===== src/rtl/keypad_scan_debounce_pkg.sv =====
// Shared types and constants for the 4x4 keypad scanner and debouncer.
package keypad_scan_debounce_pkg;

  localparam logic [3:0] ROW_INIT  = 4'b0111;
  localparam int         KEY_COUNT = 16;

  // {row[1:0], col[1:0]}
  typedef logic [3:0] key_code_t;

  // Lowest set index wins when several keys become pressed in one commit.
  function automatic key_code_t lowest_key(input logic [KEY_COUNT-1:0] keys);
    key_code_t code;
    code = '0;
    for (int i = KEY_COUNT - 1; i >= 0; i--) begin
      if (keys[i]) code = key_code_t'(i);
    end
    return code;
  endfunction

endpackage


===== src/rtl/keypad_scan_debounce_row_scanner.sv =====
// Row rotation, column synchroniser and whole-frame snapshot assembly.
module keypad_row_scanner
  import keypad_scan_debounce_pkg::*;
#(
  parameter int SCAN_DIV = 5000
) (
  input  logic                 clk,
  input  logic                 rst,
  input  logic [3:0]           col,
  output logic [3:0]           row,
  output logic [KEY_COUNT-1:0] raw_frame,
  output logic                 frame_done
);

  localparam int CW = $clog2(SCAN_DIV);

  logic [CW-1:0]        cnt_q, cnt_d;
  logic [1:0]           r_q, r_d;
  logic [3:0]           row_q, row_d;
  logic [3:0]           sync1_q, sync2_q;
  logic [KEY_COUNT-1:0] raw_q, raw_d;
  logic                 done_q, done_d;
  logic                 dwell_end;

  assign dwell_end = (cnt_q == CW'(SCAN_DIV - 1));

  always_comb begin
    cnt_d  = cnt_q + CW'(1);
    r_d    = r_q;
    row_d  = row_q;
    raw_d  = raw_q;
    done_d = 1'b0;
    if (dwell_end) begin
      cnt_d = '0;
      // Column index c sits on col[3-c]; active-low pins become active-high keys.
      raw_d[{r_q, 2'b00} +: 4] = ~{sync2_q[0], sync2_q[1], sync2_q[2], sync2_q[3]};
      row_d  = {row_q[0], row_q[3:1]};
      r_d    = r_q + 2'd1;
      done_d = (r_q == 2'd3);
    end
  end

  always_ff @(posedge clk or posedge rst) begin
    if (rst) begin
      cnt_q   <= '0;
      r_q     <= '0;
      row_q   <= ROW_INIT;
      sync1_q <= 4'hF;
      sync2_q <= 4'hF;
      raw_q   <= '0;
      done_q  <= 1'b0;
    end else begin
      cnt_q   <= cnt_d;
      r_q     <= r_d;
      row_q   <= row_d;
      sync1_q <= col;
      sync2_q <= sync1_q;
      raw_q   <= raw_d;
      done_q  <= done_d;
    end
  end

  assign row        = row_q;
  assign raw_frame  = raw_q;
  assign frame_done = done_q;

endmodule


===== src/rtl/keypad_scan_debounce.sv =====
// 4x4 keypad scanner with frame-level debounce and one-cycle key-press events.
module keypad_scan_debounce
  import keypad_scan_debounce_pkg::*;
#(
  parameter int SCAN_DIV        = 5000,
  parameter int DEBOUNCE_FRAMES = 4
) (
  input  logic                 clk,
  input  logic                 rst,
  input  logic [3:0]           col,
  output logic [3:0]           row,
  output logic [KEY_COUNT-1:0] key_state,
  output key_code_t            key_code,
  output logic                 key_valid,
  output logic                 key_down
);

  localparam int             SW         = $clog2(DEBOUNCE_FRAMES + 1);
  localparam logic [SW-1:0]  STABLE_MAX = SW'(DEBOUNCE_FRAMES);

  logic [KEY_COUNT-1:0] raw_frame;
  logic                 frame_done;

  logic [SW-1:0]        stable_q, stable_d;
  logic [KEY_COUNT-1:0] prev_q, prev_d;
  logic [KEY_COUNT-1:0] state_q, state_d;
  key_code_t            code_q, code_d;
  logic                 valid_q, valid_d;
  logic                 down_q, down_d;
  logic [KEY_COUNT-1:0] new_keys;

  keypad_row_scanner #(
    .SCAN_DIV(SCAN_DIV)
  ) u_scanner (
    .clk       (clk),
    .rst       (rst),
    .col       (col),
    .row       (row),
    .raw_frame (raw_frame),
    .frame_done(frame_done)
  );

  always_comb begin
    stable_d = stable_q;
    prev_d   = prev_q;
    state_d  = state_q;
    code_d   = code_q;
    valid_d  = 1'b0;
    new_keys = '0;
    if (frame_done) begin
      if (raw_frame == prev_q) begin
        stable_d = (stable_q == STABLE_MAX) ? STABLE_MAX : stable_q + SW'(1);
      end else begin
        stable_d = '0;
      end
      prev_d = raw_frame;
      // Releases commit silently; only newly pressed keys raise an event.
      if (stable_d == STABLE_MAX && raw_frame != state_q) begin
        state_d  = raw_frame;
        new_keys = raw_frame & ~state_q;
        if (new_keys != '0) begin
          valid_d = 1'b1;
          code_d  = lowest_key(new_keys);
        end
      end
    end
    down_d = |state_d;
  end

  always_ff @(posedge clk or posedge rst) begin
    if (rst) begin
      stable_q <= '0;
      prev_q   <= '0;
      state_q  <= '0;
      code_q   <= '0;
      valid_q  <= 1'b0;
      down_q   <= 1'b0;
    end else begin
      stable_q <= stable_d;
      prev_q   <= prev_d;
      state_q  <= state_d;
      code_q   <= code_d;
      valid_q  <= valid_d;
      down_q   <= down_d;
    end
  end

  assign key_state = state_q;
  assign key_code  = code_q;
  assign key_valid = valid_q;
  assign key_down  = down_q;

endmodule


===== config.mk =====
export PLATFORM = sky130hd
export DESIGN_NAME = keypad_scan_debounce
export DESIGN_NICKNAME = d
export VERILOG_FILES = /design/src/rtl/keypad_scan_debounce_pkg.sv /design/src/rtl/keypad_scan_debounce_row_scanner.sv /design/src/rtl/keypad_scan_debounce.sv
export SDC_FILE = /design/constraint.sdc
export NUM_CORES = 1
export LEC_CHECK = 0
export CORE_MARGIN = 2
export CORE_UTILIZATION = 56
export CTS_CLUSTER_DIAMETER = 80
export CTS_CLUSTER_SIZE = 40
export DETAILED_ROUTE_END_ITERATION = 12
export PLACE_DENSITY = 0.77
export SETUP_SLACK_MARGIN = 0.3
export SYNTH_ARGS = -nofsm -noshare
export SYNTH_HDL_FRONTEND = slang
export SYNTH_SLANG_ARGS = --single-unit
export TNS_END_PERCENT = 20

===== constraint.sdc =====
create_clock -name clk -period 3.9 [get_ports clk]
set_clock_uncertainty 0.2 [all_clocks]
set_input_delay 0.78 -clock clk [delete_from_list [all_inputs] [get_ports clk]]
set_output_delay 0.78 -clock clk [all_outputs]
set_load 0.005 [all_outputs]

Word level (Yosys, flattened, before mapping). Cells that the tools add are included.

Add/subtract/negate cells: 4. Eq/ne operators: 6. Shift-type cells: 2. Multiplexer cells: 27. Bitwise gates (word level): 3. Reduce and logical (&&, ||, !) cells: 4.

Operators by type and width (count): two-way mux 4 bit (16); two-way mux 16 bit (2); bitwise AND 16 bit (1); bitwise mux 16 bit (1); == test 16 bit (1); inequality test 16 bit (1); inverter 16 bit (1); nonzero test 16 bit (1); OR reduction 16 bit (1); variable shift 4 x 6 -> 16 bit (first input constant) (1); indexed part select 4 x 6 -> 16 bit (1); adder 13 x 1 -> 13 bit (second input constant) (1); == test 13 bit (second input constant) (1); two-way mux 13 bit (1); two-way mux 3 bit (3); == test 3 bit (second input constant) (2); negator 4 -> 6 bit (1); two-way mux 1 bit (4); inverter 4 bit (1); adder 3 x 1 -> 3 bit (second input constant) (1); AND reduction 3 bit (1); adder 2 x 1 -> 2 bit (second input constant) (1); == test 2 bit (second input constant) (1); logical AND 1 bit (1).

Register bits: 85. Output and inout bits: 26. Logic and storage cells: 59.

Longest topological paths before layout. Gate-level depths: netlist of run 1.

Depth in word-level cells: 18. Gate-level depth with buffers: 8. Gate-level depth less buffers: 7.

Hierarchy. From an unflattened synthesis of run 1, not the netlist that was laid out.

Cells, all modules: 362. Area, all modules: 4301.6 um^2.

Modules (own cells, without submodules): keypad_scan_debounce (instances 1, cells an instance 214, area an instance 2398.6 um^2, sequential area each 1026.0 um^2); keypad_row_scanner (instances 1, cells an instance 148, area an instance 1903.1 um^2, sequential area each 1114.8 um^2).

Worst setup path before layout of run 1. No wires, ideal clock.

Path kind: flip-flop to flip-flop. Start: register state_q[12] (netlist: key_state[12]). End: register state_q[10] (netlist: key_state[10]). Arrival time: 2.030 ns. Data required time: 3.575 ns. Setup slack: 1.546 ns. Cell stages (with the launch flop): 9. Path buffers: 1. Period minus slack after synthesis: 2.354 ns. Cell sequence: dfrtp_1 -> inv_1 -> ha_1 -> nand4_1 -> nor4_1 -> a211oi_1 -> nand3_4 -> buf_6 -> mux2_2.

Cells in the longest elaborated chain, start to end: 4.

RTL lines: start: declaration (line keypad_scan_debounce.sv:26) `logic [KEY_COUNT-1:0] state_q, state_d;`; start signal: assignment (line keypad_scan_debounce.sv:81) `state_q <= state_d;`; inequality test 16 bit (line keypad_scan_debounce.sv:58) `if (stable_d == STABLE_MAX && raw_frame != state_q) begin`; logical AND 1 bit (line keypad_scan_debounce.sv:58); two-way mux 16 bit (line keypad_scan_debounce.sv:58); two-way mux 16 bit (line keypad_scan_debounce.sv:50) `if (frame_done) begin`; named net state_d[10] (line keypad_scan_debounce.sv:26).

The timed path passes the listed nets, and every way through them passes these cells. A chain may end at the register's enable or synchronous reset.

Worst setup path in the final report of run 1.
Start: register state_q[7] (netlist: key_state[7]). End: register state_q[6] (netlist: key_state[6]).

The elaborated chain is that of the path after synthesis.

==> run metrics, run 1 <==
clock buffer count from CTS=9; Final Cell Area=0.00473 mm^2; vias in the first global route=2736; Tot GR Track Use=0.221; count leader, synth=dfrtp_1; Syn Area/Cell=11.6 um^2; Hold Slack=0.158 ns; Post-Syn Nets=382; final setup TNS=0 ns; Starting Density=0.572; reg2reg path depth=7; H-Tree Depth=3; dpl cells=483; post-CTS sizing=0; die area=0.00799 mm^2; status=completed; Slew @ Worst Pin=0.795 ns; number of flops mapped to enable cells by yosys=0; routed vias=2788; Leak Pwr=2.13 nW; Die Height=89.4 um; Layout Cells excl Fill=499; share of the synthesized area in the top cell type=0.454; first-pass GRT wire length=13.3 mm; number of antenna violations at the first check in global routing=0; dominant synthesized flop cell=dfrtp_1; die width=89.4 um; clk slew on worst S/H paths=0.08 ns; sw frac=0.211; Final nets=425; RSZ-0062 raised after global routing=false; Clock Power Share=0.395; ranking of synthesized cells by area=dfrtp_1 (45%), mux2_2 (11%), ha_1 (7.4%), dfstp_2 (7.1%), xnor2_1 (4.7%); routed len/inst=15.6 um; final hold vios=0; Switch Pwr=0.319 mW; Max Clk Rate=0.375 GHz; Period Utilization, post-route=0.684; Pwr Total=1.51 mW; Clock Sink Count=85; pre-CTS worst setup slack=1.24 ns; slew margin rel.=0.469; count of cell types in the netlist=37; Worst Hold Class=reg -> reg; Setup Fix Bufs, Post-CTS=0; clk buf depth=2; Post-CTS Hold Buffers=0; final setup margin=1.23 ns; Sequential Power Share=0.590; CTS root buffer=clkbuf_8; Detailed Route WL=7.79 mm; Core Box Area=0.00714 mm^2; final setup vio count=0; Routed Antenna Nets=0; Worst R2R End=key_state[6]; port bufs=31; yosys warns=0; Critical Path RT=3.93 ns; share of layout cells above drive strength 1=0.200; Internal Power=1.19 mW; row cnt=31; n_diodes=0; CP arrival=2.70 ns; fillers=571; reg2reg start=key_state[7]; Overflow after GRT=0; PwrDens=320 mW/mm^2; Ports=32; largest net degree at the start of global routing=49; Max VDD drop=0.211 mV; CTS tree=yes; Gate power share=0.015; DPL Wire Length=5.70 mm; vias per std cell=5.59; crit end category=flip-flop; Detailed Route Iter0 Violations=84; Hold EP=u_scanner.sync2_q[2]; Yosys reg bits=85; P&R area growth vs syn=15.8%; drt pass-1 iters=4; Cells after Synth=352; DP Area=0.00453 mm^2; Max-Cap Viols=0; Seq/Total Area, Yosys=0.525; post-synth top area cell=dfrtp_1; Hold Path Origin=u_scanner.sync1_q[2]; Worst setup SP type=flip-flop; FFs w/ async S/R, synth=1.00; WS Path Type=reg -> reg; Post-synth top cells=dfrtp_1 (74), mux2_2 (39), nand2_1 (31); CP Max Fanout=19; crit path time final=2.67 ns; Hold Path Stages=0; DRC Markers=0; Netlist Area Pre-Place=0.00408 mm^2; worst setup path start=key_state[7]; routability cong.=0.965; worst-skew pair later-pin latency=0.35 ns; reg2reg setup slack=1.23 ns; post-layout utilization of the core=0.662; Final Slew Violations=0
==> flip-flops by register name, summed over array words and instances (netlist names), 2 cells and up <==
signal               cells
key_code                 4
key_state               16
prev_q                  16
stable_q                 3
u_scanner.cnt_q         13
u_scanner.r_q            2
u_scanner.raw_frame     16
u_scanner.row            4
u_scanner.sync1_q        4
u_scanner.sync2_q        4
==> layout by cell type (no fill, tap or decap), types with 2 or more instances in the layout <==
master and instances:
buf_4 5, ha_1 24, o21ba_2 2, dfrtp_1 74, o31ai_1 17, nand4_1 14, clkdlybuf4s50_1 31, nand2_1 31
xnor2_1 22, or4_1 4, clkinv_2 3, a31oi_1 2, inv_1 26, nor3_1 8, nor4_1 9, xor2_1 5
mux2_2 39, clkbuf_8 13, nand2b_1 3, dfstp_2 11, nor2_1 17, a21oi_1 8, a41oi_1 2, o21ai_0 6
nand3_1 7, or3_1 4
==> power by group through the flow <==
stage | sequential [mW] | clock [mW] | combinational (mW)
finish | 0.892 | 0.598 | 0.0230
global route | 0.893 | 0.642 | 0.0273
CTS | 0.892 | 0.607 | 0.0245
detailed placement | 0.909 | 0 | 0.0244
global placement | 0.909 | 0 | 0.0242
floorplan | 0.907 | 0 | 0.0127
==> how the worst max path moves through the flow <==
stage | to | slack, ns | depth (start not counted)
after floorplan | key_code[0] | 0.74 | 1
after global placement | key_state[12] | 1.34 | 6
after detailed placement | key_down | 1.24 | 6
after CTS | key_state[7] | 1.24 | 6
after global routing | key_state[2] | 1.12 | 7
final | key_state[6] | 1.23 | 7
==> logic make-up (layout without fill, tap and decap cells) <==
| family | after synthesis | after routing | synth area share |
|---|---|---|---|
| xor+xnor | 27 | 27 | 0.0579 |
| fa+ha+maj | 24 | 24 | 0.0736 |
| flops | 85 | 85 | 0.525 |
| compound gates | 42 | 42 | 0.0708 |
| simple gates | 104 | 104 | 0.135 |
| mux | 39 | 39 | 0.108 |
| buf+inv | 31 | 79 | 0.0307 |
==> critical path, stage by stage, from the launching register on <==
cell and delay [ns]:
dfrtp_1 0.45, inv_1 0.08, ha_1 0.29, nand4_1 0.10
nor4_1 0.07, a211oi_1 0.63, nand3_4 0.35, mux2_2 0.39
==> routing by layer <==
| metal | vias up | wire length [um] | global-route usage |
|---|---|---|---|
| met2 | 59 | 3730 | 0.362 |
| met3 | 15 | 218 | 0.0360 |
| met5 | - | 0 | 0 |
| li1 | 1343 | - | - |
| met4 | 0 | 181 | 0.0882 |
| met1 | 1371 | 3660 | 0.295 |
==> area by class of cell <==
cell class	count	area [um^2]	area share
Tap cell	99	124	0.0262
Multi-Input combinational cell	236	1820	0.384
Sequential cell	85	2140	0.453
Clock buffer	13	179	0.0379
Clock inverter	3	17.5	0.00371
Timing Repair Buffer	36	348	0.0736
Inverter	27	103	0.0217
Power figures use the tool's default switching activity.
==> inputs of run 2 (changes only) <==
clock period = 2.7 ns   (was 3.9 ns; I/O delays follow)
==> run 2 against run 1 <==
Utilization grew 2.9 points. Global-route usage grew 2.6 points. Final cell count grew 3.0%. Die area is the same. Non-clock buffer count grew 14. First-iteration DRC count grew 110%. Total power grew 54%. Critical endpoint is now key_code[1]. Largest power group unchanged.
==> run metrics, run 2 (same netlist as run 1, synthesis figures left out) <==
CP Max Fanout=4 (was 19); PwrDens=472 mW/mm^2 (was 320 mW/mm^2); n_diodes=0 (unchanged); Max VDD drop=0.289 mV (was 0.211 mV); WS Path Type=reg -> reg (unchanged); crit path time final=2.37 ns (was 2.67 ns); Final Cell Area=0.00493 mm^2 (was 0.00473 mm^2); most frequent cells in the layout=dfrtp_1 (71), mux2_2 (39), nand2_1 (31), clkdlybuf4s50_1 (31), inv_1 (26) (was dfrtp_1 (74), mux2_2 (39), nand2_1 (31), clkdlybuf4s50_1 (31), inv_1 (26)); Detailed Route Iter0 Violations=175 (was 84); Routed Antenna Nets=0 (unchanged); reg2reg start=key_state[0] (was key_state[7]); Critical Path RT=2.75 ns (was 3.93 ns); slew margin rel.=0.610 (was 0.469); routed vias=2912 (was 2788); drt pass-1 iters=4 (unchanged); Clock Sink Count=85 (unchanged); Post-CTS Hold Buffers=0 (unchanged); Max Clk Rate=0.422 GHz (was 0.375 GHz); Worst R2R End=key_code[1] (was key_state[6]); routed len/inst=16.8 um (was 15.6 um); H-Tree Depth=3 (unchanged); buffers plus inverters on the worst setup path=1 (unchanged); clock buffer count from CTS=9 (unchanged); DP Area=0.00466 mm^2 (was 0.00453 mm^2); CTS root buffer=clkbuf_8 (unchanged); Max-Cap Viols=0 (unchanged); Leak Pwr=2.22 nW (was 2.13 nW); dpl cells=496 (was 483); status=completed (unchanged); Internal Power=1.84 mW (was 1.19 mW); Starting Density=0.572 (unchanged); vias per std cell=5.67 (was 5.59); number of antenna violations at the first check in global routing=0 (unchanged); Worst Hold Class=reg -> reg (unchanged); die area=0.00799 mm^2 (unchanged); Clock Power Share=0.430 (was 0.395); Layout Cells excl Fill=514 (was 499); Sequential Power Share=0.553 (was 0.590); Detailed Route WL=8.61 mm (was 7.79 mm); Final Slew Violations=0 (unchanged); sw frac=0.210 (was 0.211); DPL Wire Length=6.19 mm (was 5.70 mm); Overflow after GRT=0 (unchanged); max incr delay on CP=0.57 ns (was 0.63 ns); row cnt=31 (unchanged); first-pass GRT wire length=14.5 mm (was 13.3 mm); worst-skew pair later-pin latency=0.36 ns (was 0.35 ns); clk buf depth=2 (unchanged); die width=89.4 um (unchanged); Tot GR Track Use=0.247 (was 0.221); Period Utilization, post-route=0.878 (was 0.684); cells along the critical path=inv_1, ha_1, or4_1, nor2_1, a21oi_1, nand4_1, mux2_2 (was inv_1, ha_1, nand4_1, nor4_1, a211oi_1, nand3_4, mux2_2); Worst setup SP type=flip-flop (unchanged); final hold vios=0 (unchanged); routability cong.=0.908 (was 0.965); Core Box Area=0.00714 mm^2 (unchanged); RSZ-0062 raised after global routing=true (was false); final setup TNS=0 ns (unchanged); CTS tree=yes (unchanged); Hold Path Stages=0 (unchanged); vias in the first global route=2928 (was 2736); Gate power share=0.016 (was 0.015); Slew @ Worst Pin=0.584 ns (was 0.795 ns); Ports=32 (unchanged); P&R area growth vs syn=20.8% (was 15.8%); share of layout cells above drive strength 1=0.246 (was 0.200); Final nets=440 (was 425); final setup vio count=0 (unchanged); family with the most delay on the worst path=simple AND/OR/NAND/NOR gates (was compound AO/OA/AOI/OAI gates); Slowest-stage cell, CP=or4_1 (was a211oi_1); Hold EP=u_scanner.sync2_q[2] (unchanged); Die Height=89.4 um (unchanged); commonest non-fill, non-tap cell in the layout=dfrtp_1 (unchanged); port bufs=31 (unchanged); Switch Pwr=0.488 mW (was 0.319 mW); DRC Markers=0 (unchanged); CP arrival=2.42 ns (was 2.70 ns); largest net degree at the start of global routing=37 (was 49); Hold Path Origin=u_scanner.sync1_q[2] (unchanged); reg2reg path depth=7 (unchanged); clk slew on worst S/H paths=0.09 ns (was 0.08 ns); crit end category=flip-flop (unchanged); reg2reg setup slack=0.33 ns (was 1.23 ns)
[run 2: metrics by stage]
step	util	hold slack (ns)	setup slack [ns]	power, mW
finish	0.691	0.158	0.330	2.33
global route	0.691	0.162	0.238	2.41
CTS	0.688	0.159	0.319	2.35
detailed placement	0.652	0.147	0.242	1.35
global placement	0.652	0.146	0.251	1.35
floorplan	-	0.145	0.346	1.33
[run 2: what timing repair did]
action                                  CTS  global route
pin swaps                                 0             2
resized for setup                         4             5
buffers inserted                          0             1
endpoints found under the setup margin   17            31
gates cloned                              1             0
[run 2: worst register-to-register path, stage by stage (launching register included)]
cell and delay [ns]:
dfrtp_1 0.40, inv_1 0.06, ha_1 0.23, or4_1 0.57, nor2_1 0.21, a21oi_1 0.10, nand4_1 0.14, mux2_2 0.35
[run 2: layer usage]
layer / global-route usage / routed length (um) / vias up / share of wire
li1: - / - / 1368 / -
met1: 0.322 / 3720 / 1438 / 0.43
met2: 0.403 / 4200 / 83 / 0.49
met3: 0.0369 / 395 / 23 / 0.046
met4: 0.125 / 289 / 0 / 0.034
met5: 0 / 0 / - / 0
[run 2: layout make-up]
type	instances	area, um^2
clock buffers	10	138
clock inverters	6	86.3
repair buffers	50	478
multi-input cells	237	1860
inverters	27	105
well taps	99	124
flip-flops and latches	85	2140
fillers	536	2210
[run 2: power groups by stage]
stage          Sequential (mW)  Clock (mW)  Combinational (mW)
3_3_place_gp              1.31           0              0.0398
2_1_floorplan             1.31           0              0.0187
4_1_cts                   1.29        1.02              0.0405
6_report                  1.29        1.00              0.0382
5_1_grt                   1.29        1.07              0.0451
3_5_place_dp              1.31           0              0.0405
[run 2: worst max-delay path by stage]
stage          cells after the start       endpoint  slack [ns]                     from
6_report                           7    key_code[1]        0.33             key_state[0]
2_1_floorplan                      8  key_state[10]        0.35            key_state[12]
3_5_place_dp                       7   key_state[8]        0.24  u_scanner.raw_frame[14]
5_1_grt                            7    key_code[1]        0.24             key_state[0]
4_1_cts                            7  key_state[10]        0.32   u_scanner.raw_frame[7]
3_3_place_gp                       7   key_state[8]        0.25   u_scanner.raw_frame[5]
